--- src/rtl/tour_cmd_sequencer_if.sv ---
// tour_cmd_sequencer_if: command/response link between the sequencer and RemoteComm
//   cmd      [15:0] command word presented to RemoteComm
//   snd_cmd         one-cycle request to transmit cmd
//   cmd_snt         RemoteComm finished transmitting cmd
//   resp_rdy        RemoteComm has a response byte
//   resp     [7:0]  response byte
//   master = sequencer side, slave = RemoteComm side
interface tour_cmd_sequencer_if;
   logic [15:0] cmd;
   logic        snd_cmd;
   logic        cmd_snt;
   logic        resp_rdy;
   logic [7:0]  resp;
   modport master (output cmd, snd_cmd, input cmd_snt, resp_rdy, resp);
   modport slave  (input cmd, snd_cmd, output cmd_snt, resp_rdy, resp);
endinterface

--- src/rtl/tour_cmd_sequencer.sv ---
// tour_cmd_sequencer: replays a queued list of Knight commands into RemoteComm
//   clk, rst           clock, synchronous active-high reset
//   i_wr_en, i_wr_cmd  enqueue a command (IDLE/DONE/ERR only)
//   i_clr              empty the queue (IDLE/DONE/ERR only, wins over i_wr_en)
//   i_start, i_cal_en  begin playback, optionally preceded by CAL_CMD
//   i_abort            return to IDLE from any state
//   rc                 RemoteComm link (cmd/snd_cmd out, cmd_snt/resp_rdy/resp in)
//   o_busy/o_done/o_err, o_err_code  status (01 NAK, 10 timeout, 11 overflow)
//   o_cmd_idx          queue commands acknowledged so far
//   o_count            entries currently queued
module tour_cmd_sequencer #(
   parameter int              DEPTH   = 16,
   parameter logic [15:0]     CAL_CMD = 16'h2000,
   parameter logic [7:0]      ACK     = 8'hA5,
   parameter int              TMO_W   = 26,
   parameter logic [TMO_W-1:0] TMO_MAX = 26'h3FF_FFFF
) (
   input  logic                      clk,
   input  logic                      rst,
   input  logic                      i_wr_en,
   input  logic [15:0]               i_wr_cmd,
   input  logic                      i_clr,
   input  logic                      i_start,
   input  logic                      i_cal_en,
   input  logic                      i_abort,
   tour_cmd_sequencer_if.master      rc,
   output logic                      o_busy,
   output logic                      o_done,
   output logic                      o_err,
   output logic [1:0]                o_err_code,
   output logic [$clog2(DEPTH):0]    o_cmd_idx,
   output logic [$clog2(DEPTH):0]    o_count
);
   localparam int AW = $clog2(DEPTH);
   localparam int CW = AW + 1;
   typedef enum logic [2:0] {S_IDLE, S_SEND, S_WAIT_SNT, S_WAIT_RESP, S_NEXT, S_DONE, S_ERR} state_t;
   state_t           r_state, w_state;
   logic [CW-1:0]    r_count, w_count, r_idx, w_idx;
   logic             r_cal, w_cal;
   logic [TMO_W-1:0] r_tmr, w_tmr;
   logic [15:0]      r_cmd, w_cmd;
   logic             r_snd, w_snd;
   logic [1:0]       r_ecode, w_ecode;
   logic [15:0]      r_q [DEPTH];
   logic             w_idle, w_full, w_wr, w_ack, w_tmo;
   assign w_idle = (r_state == S_IDLE) || (r_state == S_DONE) || (r_state == S_ERR);
   assign w_full = r_count == CW'(DEPTH);
   assign w_wr   = w_idle && i_wr_en && !i_clr && !w_full && !i_abort;
   assign w_ack  = rc.resp_rdy && (rc.resp == ACK);
   // timeout fires on the clock at which the timer would reach TMO_MAX,
   // i.e. TMO_MAX clocks after the cmd_snt edge
   assign w_tmo  = (r_tmr + 1'b1) == TMO_MAX;
   always_ff @(posedge clk) begin
      if (rst) r_state <= S_IDLE;
      else     r_state <= w_state;
   end
   always_comb begin
      w_state = r_state;
      w_count = r_count;
      w_idx   = r_idx;
      w_cal   = r_cal;
      w_tmr   = r_tmr;
      w_cmd   = r_cmd;
      w_snd   = 1'b0;
      w_ecode = r_ecode;
      if (i_abort) begin
         w_state = S_IDLE;
         w_tmr   = '0;
         w_ecode = 2'b00;
      end else if (w_idle) begin
         w_count = i_clr ? '0 : (w_wr ? r_count + 1'b1 : r_count);
         // decide on the post-write/clear count so a same-cycle clr cannot
         // launch playback of an empty queue
         if (i_start) begin
            w_cal   = i_cal_en;
            w_idx   = '0;
            w_ecode = 2'b00;
            w_state = (i_cal_en || w_count != '0) ? S_SEND : S_DONE;
         end else if (i_wr_en && !i_clr && w_full) begin
            w_state = S_ERR;
            w_ecode = 2'b11;
         end
      end else begin
         case (r_state)
            S_SEND: begin
               // cmd and snd_cmd are registered together so they are seen by RemoteComm in the same cycle
               w_cmd   = r_cal ? CAL_CMD : r_q[r_idx[AW-1:0]];
               w_snd   = 1'b1;
               w_state = S_WAIT_SNT;
            end
            S_WAIT_SNT: begin
               w_tmr   = rc.cmd_snt ? '0 : r_tmr;
               w_state = rc.cmd_snt ? S_WAIT_RESP : S_WAIT_SNT;
            end
            S_WAIT_RESP: begin
               w_tmr = r_tmr + 1'b1;
               if (w_ack) begin
                  w_cal   = 1'b0;
                  w_idx   = (r_cal || r_idx == CW'(DEPTH)) ? r_idx : r_idx + 1'b1;
                  w_state = S_NEXT;
               end else if (rc.resp_rdy || w_tmo) begin
                  w_state = S_ERR;
                  w_ecode = rc.resp_rdy ? 2'b01 : 2'b10;
               end
            end
            S_NEXT:  w_state = (r_idx >= r_count) ? S_DONE : S_SEND;
            default: w_state = S_IDLE;
         endcase
      end
   end
   always_ff @(posedge clk) begin
      if (rst) begin
         r_count <= '0;
         r_idx   <= '0;
         r_cal   <= 1'b0;
         r_tmr   <= '0;
         r_cmd   <= '0;
         r_snd   <= 1'b0;
         r_ecode <= 2'b00;
      end else begin
         r_count <= w_count;
         r_idx   <= w_idx;
         r_cal   <= w_cal;
         r_tmr   <= w_tmr;
         r_cmd   <= w_cmd;
         r_snd   <= w_snd;
         r_ecode <= w_ecode;
      end
   end
   always_ff @(posedge clk) begin
      if (w_wr && !rst) r_q[r_count[AW-1:0]] <= i_wr_cmd;
   end
   assign rc.cmd     = r_cmd;
   assign rc.snd_cmd = r_snd;
   assign o_busy     = !w_idle;
   assign o_done     = r_state == S_DONE;
   assign o_err      = r_state == S_ERR;
   assign o_err_code = r_ecode;
   assign o_cmd_idx  = r_idx;
   assign o_count    = r_count;
endmodule

--- src/flat_wrapper.sv ---
// flat-port wrapper written by rule: the top's interface ports become plain ports
module tour_cmd_sequencer_flat 
#(
   parameter int              DEPTH   = 16,
   parameter logic [15:0]     CAL_CMD = 16'h2000,
   parameter logic [7:0]      ACK     = 8'hA5,
   parameter int              TMO_W   = 26,
   parameter logic [TMO_W-1:0] TMO_MAX = 26'h3FF_FFFF
)
  (clk, rst, i_wr_en, i_wr_cmd, i_clr, i_start, i_cal_en, i_abort, o_busy, o_done, o_err, o_err_code, o_cmd_idx, o_count, rc_cmd, rc_snd_cmd, rc_cmd_snt, rc_resp_rdy, rc_resp);
  tour_cmd_sequencer_if rc_i ();
  input  logic clk;
  input  logic rst;
  input  logic i_wr_en;
  input  logic [15:0] i_wr_cmd;
  input  logic i_clr;
  input  logic i_start;
  input  logic i_cal_en;
  input  logic i_abort;
  output logic o_busy;
  output logic o_done;
  output logic o_err;
  output logic [1:0] o_err_code;
  output logic [$clog2(DEPTH):0] o_cmd_idx;
  output logic [$clog2(DEPTH):0] o_count;
  output wire logic [$bits(rc_i.cmd)-1:0] rc_cmd;
  output wire logic [$bits(rc_i.snd_cmd)-1:0] rc_snd_cmd;
  input wire logic [$bits(rc_i.cmd_snt)-1:0] rc_cmd_snt;
  input wire logic [$bits(rc_i.resp_rdy)-1:0] rc_resp_rdy;
  input wire logic [$bits(rc_i.resp)-1:0] rc_resp;
  assign rc_cmd = rc_i.cmd;
  assign rc_snd_cmd = rc_i.snd_cmd;
  assign rc_i.cmd_snt = rc_cmd_snt;
  assign rc_i.resp_rdy = rc_resp_rdy;
  assign rc_i.resp = rc_resp;
  tour_cmd_sequencer #(.DEPTH(DEPTH), .CAL_CMD(CAL_CMD), .ACK(ACK), .TMO_W(TMO_W), .TMO_MAX(TMO_MAX)) u_core (.clk(clk), .rst(rst), .i_wr_en(i_wr_en), .i_wr_cmd(i_wr_cmd), .i_clr(i_clr), .i_start(i_start), .i_cal_en(i_cal_en), .i_abort(i_abort), .rc(rc_i), .o_busy(o_busy), .o_done(o_done), .o_err(o_err), .o_err_code(o_err_code), .o_cmd_idx(o_cmd_idx), .o_count(o_count));
endmodule
--- config.mk ---
export PLATFORM = sky130hd
export DESIGN_NAME = tour_cmd_sequencer_flat
export DESIGN_NICKNAME = d
export VERILOG_FILES = /design/src/rtl/tour_cmd_sequencer_if.sv /design/src/rtl/tour_cmd_sequencer.sv /design/src/flat_wrapper.sv
export SDC_FILE = /design/constraint.sdc
export NUM_CORES = 1
export LEC_CHECK = 0
export ABC_AREA = 1
export CORE_MARGIN = 2
export CORE_UTILIZATION = 54
export CTS_BUF_LIST = sky130_fd_sc_hd__clkbuf_4 sky130_fd_sc_hd__clkbuf_8
export CTS_CLUSTER_DIAMETER = 150
export DETAILED_ROUTE_END_ITERATION = 8
export GPL_ROUTABILITY_DRIVEN = 0
export PLACE_DENSITY = 0.75
export SLEW_MARGIN = 20
export SYNTH_ARGS = -nofsm -noshare
export SYNTH_HDL_FRONTEND = slang
export SYNTH_SLANG_ARGS = --single-unit
--- constraint.sdc ---
create_clock -name clk -period 2.7 [get_ports clk]
set_clock_uncertainty 0.15 [all_clocks]
set_input_delay 0.54 -clock clk [delete_from_list [all_inputs] [get_ports clk]]
set_output_delay 0.54 -clock clk [all_outputs]
set_load 0.02 [all_outputs]
== After elaboration in Yosys (flattened, before gate mapping) ==
Memories as Yosys holds them, arrays and structs flattened. A register that Yosys moved wholly into a read port is not among the register bits.
Index checks and enable logic that the tools add are counted.
Word-level totals
  output and inout bits: 32
  latch bits: 0
  memories: 1
  logic and storage cells: 99
  ROM bits: 0
  RAM bits: 256
  flip-flop bits (word level): 59
Memory list
  u_core.r_q: depth 16, width 16, read ports 1, clocked after Yosys merged registers in 1, wr ports 1, line tour_cmd_sequencer.sv:44  | logic [15:0] r_q [DEPTH];
Operators by class
  shift operators: 0
  muxes and demuxes: 35
  multipliers: 0
  bitwise operators: 2
  eq/ne operators: 16
  div/mod/pow operators: 0
  $lt $le $gt $ge: 1
  reduce and logical (&&, ||, !) cells: 33
  add/subtract/negate cells: 3
Operator list (number)
  26-bit case mux with 2 select lines: 1
  5-bit two-way mux: 7
  26-bit by 1-bit adder with 26-bit output, second input constant: 1
  26-bit == test, second input constant: 1
  26-bit two-way mux: 1
  3-bit two-way mux: 7
  16-bit two-way mux: 1
  2-bit two-way mux: 7
  3-bit case mux with 4 select lines: 1
  5-bit by 1-bit adder with 5-bit output, second input constant: 2
  5-bit == test, second input constant: 2
  3-bit == test, second input constant: 3
  8-bit == test, second input constant: 1
  1-bit logical AND: 8
  1-bit two-way mux: 8
  4-bit two-way mux: 2
  4-bit AND reduction: 2
  2-bit nonzero test: 4
  3-bit by 2-bit == test with 1-bit output, second input constant: 2
  3-bit AND reduction: 2
  5-bit greater-or-equal comparator: 1
  1-bit logical NOT: 5
  1-bit logical OR: 5
  5-bit AND reduction: 1
  11 further kinds: 15

== Depth between registers and ports, before layout ==
Gate-level depths: netlist of the first run.
  depth in word-level cells: 14
  depth in mapped cells: 17

== Worst setup path after synthesis of the first run ==
No wires, ideal clock.
  path kind: reg2reg
  from: register u_core.r_count[0] (netlist: u_core.o_count[0])
  to: memory u_core.r_q[0][0] (enable)
  slack: 0.019 ns
  arrival: 2.142 ns
  stages on the path, launching flop included: 10
  library setup time: 0.388 ns
  period minus slack after synthesis: 2.681 ns
  required time: 2.162 ns
  buffers on the path: 0
  cells stage by stage: dfxtp_1 -> inv_1 -> ha_1 -> nand2_1 -> nor2_1 -> nor2_1 -> nand2_2 -> nor2_1 -> nand2_1 -> nor2_1
On the way
  cells in the longest elaborated chain, start to end: 7
RTL lines
  from (decl): line tour_cmd_sequencer.sv:38  | logic [CW-1:0] r_count, w_count, r_idx, w_idx;
  from (signal assigned): line tour_cmd_sequencer.sv:121  | r_count <= w_count;
  5-bit == test: line tour_cmd_sequencer.sv:47  | assign w_full = r_count == CW'(DEPTH);
  1-bit logical NOT: line tour_cmd_sequencer.sv:48  | assign w_wr = w_idle && i_wr_en && !i_clr && !w_full && !i_abort;
  1-bit logical AND (2 in series): line tour_cmd_sequencer.sv:48
  1-bit logical AND: line tour_cmd_sequencer.sv:131  | if (w_wr && !rst) r_q[r_count[AW-1:0]] <= i_wr_cmd;
  1-bit two-way mux: line tour_cmd_sequencer.sv:131
  1-bit two-way mux (not written as such): line tour_cmd_sequencer.sv:131
  to (decl): line tour_cmd_sequencer.sv:44
Several ways; a longest one is shown, not always the timed one.

== Worst setup path after layout of the first run ==
  from: register u_core.r_state[2]
  to: output port o_busy
On the way
  cells in the longest elaborated chain, start to end: 4
  elaborated cells on any way between the ends: 6
  those cells by class: eq/ne: 2; reduce/logical: 4
RTL lines
  from (decl): line tour_cmd_sequencer.sv:37  | state_t r_state, w_state;
  from (signal assigned): line tour_cmd_sequencer.sv:55  | else r_state <= w_state;
  3-bit == test / 3-bit logical NOT (equally long branches): line tour_cmd_sequencer.sv:46  | assign w_idle = (r_state == S_IDLE) || (r_state == S_DONE) || (r_state == S_ERR);
  1-bit logical OR: line tour_cmd_sequencer.sv:46
  1-bit logical OR (*): line tour_cmd_sequencer.sv:46
  1-bit logical NOT (*): line tour_cmd_sequencer.sv:135  | assign o_busy = !w_idle;
  to (decl): line flat_wrapper.sv:20  | output logic o_busy;
Mark *: on every way between the ends. The rest lies on a longest branch, timed or not.

==> results of run 1 <==
[synth_stat cells, types with 5 or more instances]
master    count  area share (%)
clkbuf_1     58             1.6
a21oi_1      49             1.8
nand2_1     209             5.8
o221ai_1     29             1.9
buf_2         5            0.18
nand4_1       8            0.37
nand3_1      52             1.9
o21ai_0     165             6.1
nor2_1      219             6.1
edfxtp_1    256              57
nor2_2        8            0.37
o211ai_1      6            0.33
inv_2         7            0.19
ha_1         13             1.2
o22ai_1      32             1.5
nand2_2      10            0.46
inv_1        57             1.6
a211oi_1      7            0.39
dfxtp_1      63             9.3
[worst max-delay path by stage]
stage / startpoint / to / slack (ns) / cells after the start
CTS: u_core.r_state[0] / o_done / 0.006 / 5
detailed placement: i_clr / u_core.r_q[14][15] / 0.03 / 9
global route: u_core.r_tmr[1] / u_core.r_state[0] / 0.02 / 17
global placement: i_clr / u_core.r_q[14][8] / 0.02 / 9
floorplan: u_core.o_count[0] / u_core.r_q[0][0] / 0.02 / 9
finish: u_core.r_state[2] / o_busy / 0.14 / 5
[critical path: stages (launching register included)]
cell           delay, ns
dfxtp_1             0.41
inv_1               0.08
nand2_1             0.09
nand3_2             0.15
inv_2               0.18
dlygate4sd2_1       0.36
[flip-flops by register name (all words and copies together), names as in the netlist, named ones only]
register           flops
u_core.r_q           256
u_core.rc.snd_cmd      1
u_core.o_err_code      2
u_core.o_cmd_idx       5
u_core.o_count         5
u_core.r_tmr          26
u_core.rc.cmd         16
u_core.r_cal           1
u_core.r_state         3
[report_power, final]
| part | total, mW | internal (mW) | switching (mW) |
|---|---|---|---|
| sequential | 5.39 | 5.35 | 0.0389 |
| combinational | 1.11 | 0.372 | 0.742 |
| clock | 4.44 | 2.52 | 1.93 |
| total | 10.9 | 8.24 | 2.71 |
[layer usage]
metal / vias up / global-route usage (%) / share of wire, %
met4: 4 / 9.98 / 3.0
li1: 4818 / - / -
met1: 4991 / 33.9 / 39
met2: 524 / 44.6 / 49
met5: - / 0 / 0.063
met3: 92 / 5.96 / 9.1
[final cells by class]
type | instances | area (µm²) | area share, %
sequential | 319 | 8950 | 55.1
multi-input combinational | 848 | 4180 | 25.7
timing repair buffer | 119 | 1330 | 8.18
clock buffer | 79 | 975 | 5.99
tap | 330 | 413 | 2.54
inverter | 67 | 253 | 1.55
clock inverter | 17 | 160 | 0.985
[logic make-up after synthesis]
logic type / count (synthesis)
buffers and inverters: 131
xor gates and xnor gates: 4
AOI/OAI and AO/OA: 304
adders and majority gates: 13
DFF: 319
and+or+nand+nor: 527
[what timing repair did]
item                       4_1_cts  5_1_grt
setup endpoints to repair        1        8
pin swaps                        0        1
setup buffers                    0        2
resized for setup                1        3
[per-stage QoR]
stage	total power, mW	cell area, µm²	hold slack, ns	util (%)
floorplan	6.12	13600	0.308	-
global placement	6.57	15100	0.301	60.5
detailed placement	6.59	15100	0.307	60.5
CTS	11.0	16200	0.317	65.0
global route	11.3	16300	0.336	65.1
finish	10.9	16300	0.315	65.1
==> implementation parameters, run 1 <==
Parameter                              Value

Logic synthesis
  Syn Inst Count ... between 1,000 and 1,500
  Xor/xnor share of the synthesized area ... 0.258%
  Number of enable-type register cells in the synthesized netlist ... between 200 and 300
  Async set-or-reset flop fraction in the synthesized netlist ... 0%
  Average size of a mapped cell ... 10.5 µm²
  Sequential fraction of the synthesis area ... approximately 66%
  Synthesized Nets ... ~1,300
  Share of the synthesized area in compound gates (AO/OA/AOI/OAI) ... about an eighth
  Post-synthesis adder-cell area fraction ... around 1.2%
  Netlist Area Pre-Place ... roughly 14,000 µm²
  Fraction of the mapped netlist area in simple logic gates ... 16.2%
  Dominant combinational cell family by area after synthesis ... simple AND/OR/NAND/NOR gates
  Ys Warns ... 0
  Register bit count reported by yosys ... 319
  Netlist cell types ... 39
  Post-synthesis mux area share ... 0%
  Most instantiated flip-flop cell in the synthesis netlist ... edfxtp_1

Layout
  Final Instance Count excl. Fillers ... 1,779
  Layout filler cell count ... approximately 1,900
  Most frequent cells in the layout ... edfxtp_1, nand2_1, nor2_1
  Commonest non-fill, non-tap cell in the layout ... edfxtp_1
  Area growth from synthesis to layout ... 19.7%
  Number of nets at the end of the flow ... roughly 1,500
  Proportion of layout cells with a drive suffix above 1 ... ~14%
  Total inserted antenna cells ... 0

Critical path
  Type of destination of the critical path ... output port
  Endpoint required time on the critical path ... 2.01 ns
  R2r setup slk ... around 0.19 ns
  Worst reg2reg path depth ... 9
  Data arrival, critical path ... approximately 1.9 ns
  CP max FO ... 8
  Sort of element at the start of the critical path ... flop
  Kind of critical path ... flop to output port
  Endpoint of the worst register-to-register path ... u_core.r_q[14][4]
  Reg-to-Reg Start ... u_core.o_count[2]

Timing
  Worst-Margin Slew ... between 0.7 and 0.8 ns
  Tcrit/Tclk final ... a little over nine tenths
  Top achievable clock speed ... 0.390 GHz
  Finish-stage setup viols ... 0
  Slew Viols, Final ... 0
  Worst relative slew slack ... between 40% and 50%
  Unrepaired setup endpoints after global routing ... no
  Hold Fails Final Rpt ... 0
  Slack of the critical path ... approximately 0.14 ns
  Time the final worst path needs with I/O delays and setup ... between 2 and 3 ns
  Setup Total Neg Slack ... 0 ns

Die
  Floorplan row count ... between 50 and 60
  Total core area ... 25,000 µm²
  Die extent in y ... 163 µm
  Horiz. Die Dim ... 163 µm
  Initial Utilization ... between 50 and 60%
  Die area ... between 20,000 and 30,000 µm²
  Boundary Pins ... 65

Hold path
  Worst hold stages ... 2
  Min-Delay Startpoint ... u_core.rc.cmd[2]
  Class of the tightest hold or removal check ... flop to flop
  Hold path endpoint ... u_core.rc.cmd[2]

Global route
  Total GRT Usage ... a little over a quarter
  Vias in the first global route ... 10,200
  Pin count of the biggest net entering global routing ... between 100 and 150
  Overall overflow remaining after global route ... 0
  Number of antenna violations at the first check in global routing ... 2
  Global-route wire length before repair ... about 54,000 µm

Route
  Mean routed wirelength per cell ... roughly 20 µm
  DRC ... 0
  Initial detailed-routing violation count ... 1,222
  Via count ... about 10,000
  Detail Route Antenna Nets ... 0
  Number of iterations in the first detailed-routing pass ... 5
  Via density per instance ... about 5.9
  Wirelength, routed ... roughly 35,000 µm

Clocking
  Number of buffers created by CTS ... a little over 50
  Clock Sinks ... around 320
  Clock tree from TritonCTS ... yes
  CTS Hold Buffers Added ... 0
  Clock insertion delay at the later pin of the skew report ... approximately 0.6 ns
  Clock transition at path regs ... approximately 0.070 ns
  Buffers from clock root to sink, at most ... 3
  Cell at the root of the clock tree ... clkbuf_8
  Level count of the clock H-tree ... 2

Placed design
  I/O Buffers ... between 60 and 70
  Sum of net half-perimeters after detailed placement ... 22,400 µm
  Cell count after placement ... roughly 1,700
  Minimum setup slack after placement ... around 0.027 ns

Status
  Result of the run ... finished, final reports clean

Pwr
  Pwr per Cell Area ... between 600 and 700 nW/µm²
  Largest vdd supply drop ... 0.463 mV
  Leakage power ... 5.45 nW

Run
  Max-cap violation count ... 0
Note: power is estimated with default switching activity, not from simulation.
==> run 2: changes to the inputs <==
==> constraint.sdc (replaced) <==
create_clock -name clk -period 2.1 [get_ports clk]
set_clock_uncertainty 0.15 [all_clocks]
set_input_delay 0.42 -clock clk [delete_from_list [all_inputs] [get_ports clk]]
set_output_delay 0.42 -clock clk [all_outputs]
set_load 0.02 [all_outputs]
==> run 2 against run 1 <==
Against the previous run: the flow now finishes with violations (negative setup slack); clock power increased by 26%; wire length rose by 5.3%; core utilization increased by 3.8 points; critical endpoint is now u_core.r_q[8][7]; final cell count rose by 4.3%; total power is 30% higher; first-iteration DRC count is 12% higher; non-clock buffer count up 75; sequential power up 29%; flip-flop and latch count did not move; critical path type is now flop to flop; register-to-register slack got worse by 0.29 ns; die area unchanged; largest power group unchanged; via count rose by 3.8%.
==> implementation parameters, run 2 (synthesis gave the netlist of run 1 again) <==
Parameter                              Value

Status
  Result of the run ... finished with violations
  Violated checks ... negative setup slack

Die
  Horiz. Die Dim ... 163 µm
  Boundary Pins ... 65
  Initial Utilization ... 54.4%
  Die area ... around 26,000 µm²
  Total core area ... around 25,000 µm²
  Die extent in y ... 163 µm
  Floorplan row count ... a little under 60

Layout
  Area growth from synthesis to layout ... 26.7%
  Proportion of layout cells with a drive suffix above 1 ... 21.7%
  Combined area of the multi-input logic cells ... 4480 µm²
  Max reg flops ... 256
  Post-Layout Inst Area ... 17,200 µm²
  Total inserted antenna cells ... 0
  Number of nets at the end of the flow ... around 1,500
  Area of all sequential standard cells ... 8980 µm²
  Commonest non-fill, non-tap cell in the layout ... edfxtp_1
  Most frequent cells in the layout ... edfxtp_1, nand2_1, nor2_1
  Final Instance Count excl. Fillers ... ~1,900
  Layout filler cell count ... roughly 1,800

Route
  Via density per instance ... 5.83
  Wirelength, routed ... 36,900 µm
  Via count ... 10,800
  Number of iterations in the first detailed-routing pass ... 5
  DRC ... 0
  Initial detailed-routing violation count ... about 1,400
  Mean routed wirelength per cell ... about 20 µm
  Detail Route Antenna Nets ... 0

Critical path
  Slowest stage delay, CP ... between 0.3 and 0.4 ns
  Endpoint required time on the critical path ... around 2.3 ns
  Endpoint of the worst register-to-register path ... u_core.r_q[8][7]
  CP max FO ... 8
  List of cells traversed by the critical path ... inv_4, nor2_4, nand2_2, nand3_4, nand2_4, inv_4, nand2_4, nor2_4, buf_6, nand2_8, nor2_4, clkbuf_16
  Most Frequent Cell on Critical Path ... nor2_4
  R2r setup slk ... -0.10 ns
  Number of stages on the worst setup path ... 12
  Critical-path top delay cell ... dfxtp_4
  Family of cells with the greatest summed delay on the critical path ... simple AND/OR/NAND/NOR gates
  Reg-to-Reg Start ... u_core.r_state[0]
  Buffers & Inverters on Critical Path ... 4
  Worst reg2reg path depth ... 12
  Kind of critical path ... flop to flop
  Data arrival, critical path ... ~2.4 ns
  Sort of element at the start of the critical path ... flop
  Type of destination of the critical path ... flop

Clocking
  Buffers from clock root to sink, at most ... 3
  Clock insertion delay at the later pin of the skew report ... around 0.6 ns
  Number of buffers created by CTS ... 52
  Cell at the root of the clock tree ... clkbuf_8
  Clock tree from TritonCTS ... yes
  Clock Sinks ... about 320
  Clock transition at path regs ... around 0.060 ns
  Level count of the clock H-tree ... 2
  CTS Hold Buffers Added ... 0

Global route
  Total GRT Usage ... approximately 28%
  Layer with the highest usage ... met2
  GR met1 Demand/Resource ... between 30% and 40%
  Number of antenna violations at the first check in global routing ... 1
  Vias in the first global route ... 10,500
  Met3 usage ... under 10%
  Global-route wire length before repair ... between 50,000 and 60,000 µm
  Pin count of the biggest net entering global routing ... 57
  Global routing usage on met2 ... 44.8%
  Overall overflow remaining after global route ... 0

Timing
  Time the final worst path needs with I/O delays and setup ... ~2.2 ns
  Worst relative slew slack ... 55.0%
  Slew Viols, Final ... 0
  Tcrit/Tclk final ... 105%
  Top achievable clock speed ... roughly 0.45 GHz
  Unrepaired setup endpoints after global routing ... yes
  Worst-Margin Slew ... ~0.67 ns
  Slack of the critical path ... -0.101 ns
  Finish-stage setup viols ... 91
  Setup Total Neg Slack ... -3.43 ns
  Hold Fails Final Rpt ... 0

Placed design
  Cell count after placement ... around 1,700
  I/O Buffers ... between 60 and 70
  Minimum setup slack after placement ... -0.252 ns
  Post-detailed-placement cell area ... approximately 16,000 µm²
  Sum of net half-perimeters after detailed placement ... 22,800 µm

Hold path
  Class of the tightest hold or removal check ... flop to flop
  Worst hold stages ... 2
  Min-Delay Startpoint ... u_core.rc.cmd[10]
  Hold path endpoint ... u_core.rc.cmd[10]

Pwr
  Leakage power ... between 6 and 7 nW
  Largest vdd supply drop ... about 0.56 mV
  Switching share of power ... 26.0%
  Pwr per Cell Area ... roughly 830 nW/µm²
  Fraction of power consumed by the clock network ... 39.3%
  Proportion of power drawn by combinational gates ... 12.0%
  Total Power ... about 14 mW
  Switch Pwr ... between 3 and 4 mW
  Sequential fraction of design power ... between 40% and 50%
  Internal Power ... around 11 mW

Run
  Max-cap violation count ... 0
## run 2: worst max-delay path by stage
stage | to | startpoint
finish | u_core.r_q[8][7] | u_core.r_state[0]
global route | u_core.o_err_code[1] | u_core.r_tmr[1]
CTS | u_core.o_err_code[0] | u_core.r_tmr[1]
detailed placement | u_core.r_q[13][14] | i_wr_en
global placement | u_core.r_q[10][14] | i_wr_en
floorplan | u_core.r_q[13][0] | u_core.o_count[2]
## run 2: worst reg2reg max path, stage by stage (launching register included)
cell	delay, ns
dfxtp_4	0.38
inv_4	0.05
nor2_4	0.11
nand2_2	0.09
nand3_4	0.11
nand2_4	0.08
inv_4	0.06
nand2_4	0.06
nor2_4	0.16
buf_6	0.17
nand2_8	0.08
nor2_4	0.19
clkbuf_16	0.20
## run 2: timing repair
item,4_1_cts,5_1_grt
buffers inserted,12,4
gates cloned,2,1
setup endpoints to repair,228,168
endpoints found under the hold margin,0,0
resized for setup,85,19
pin swaps,24,5
## run 2: per-layer routing
metal	routed length [µm]	part of all wire (%)
met1	14600	39
met2	17600	48
met3	3420	9.3
met4	1340	3.6
met5	0	0
## run 2: cell type report
class	count	area share, %
well taps	330	2.40
flip-flops and latches	319	52.2
clock buffers	72	5.18
repair buffers	194	11.4
multi-input cells	848	26.1
inverters	67	1.53
clock inverters	25	1.17
## run 2: per-stage QoR
step	hold slack, ns	util [%]
global placement	0.305	63.3
global route	0.342	68.9
floorplan	0.308	-
CTS	0.316	68.7
detailed placement	0.308	63.3
finish	0.315	68.9
## run 2: power by group through the flow
| stage | logic [mW] | registers [mW] | clock network, mW |
|---|---|---|---|
| floorplan | 0.842 | 7.09 | 0 |
| global placement | 1.59 | 7.06 | 0 |
| finish | 1.71 | 6.93 | 5.60 |
| global route | 1.84 | 6.94 | 5.92 |
| CTS | 1.65 | 6.93 | 5.66 |
| detailed placement | 1.62 | 7.06 | 0 |
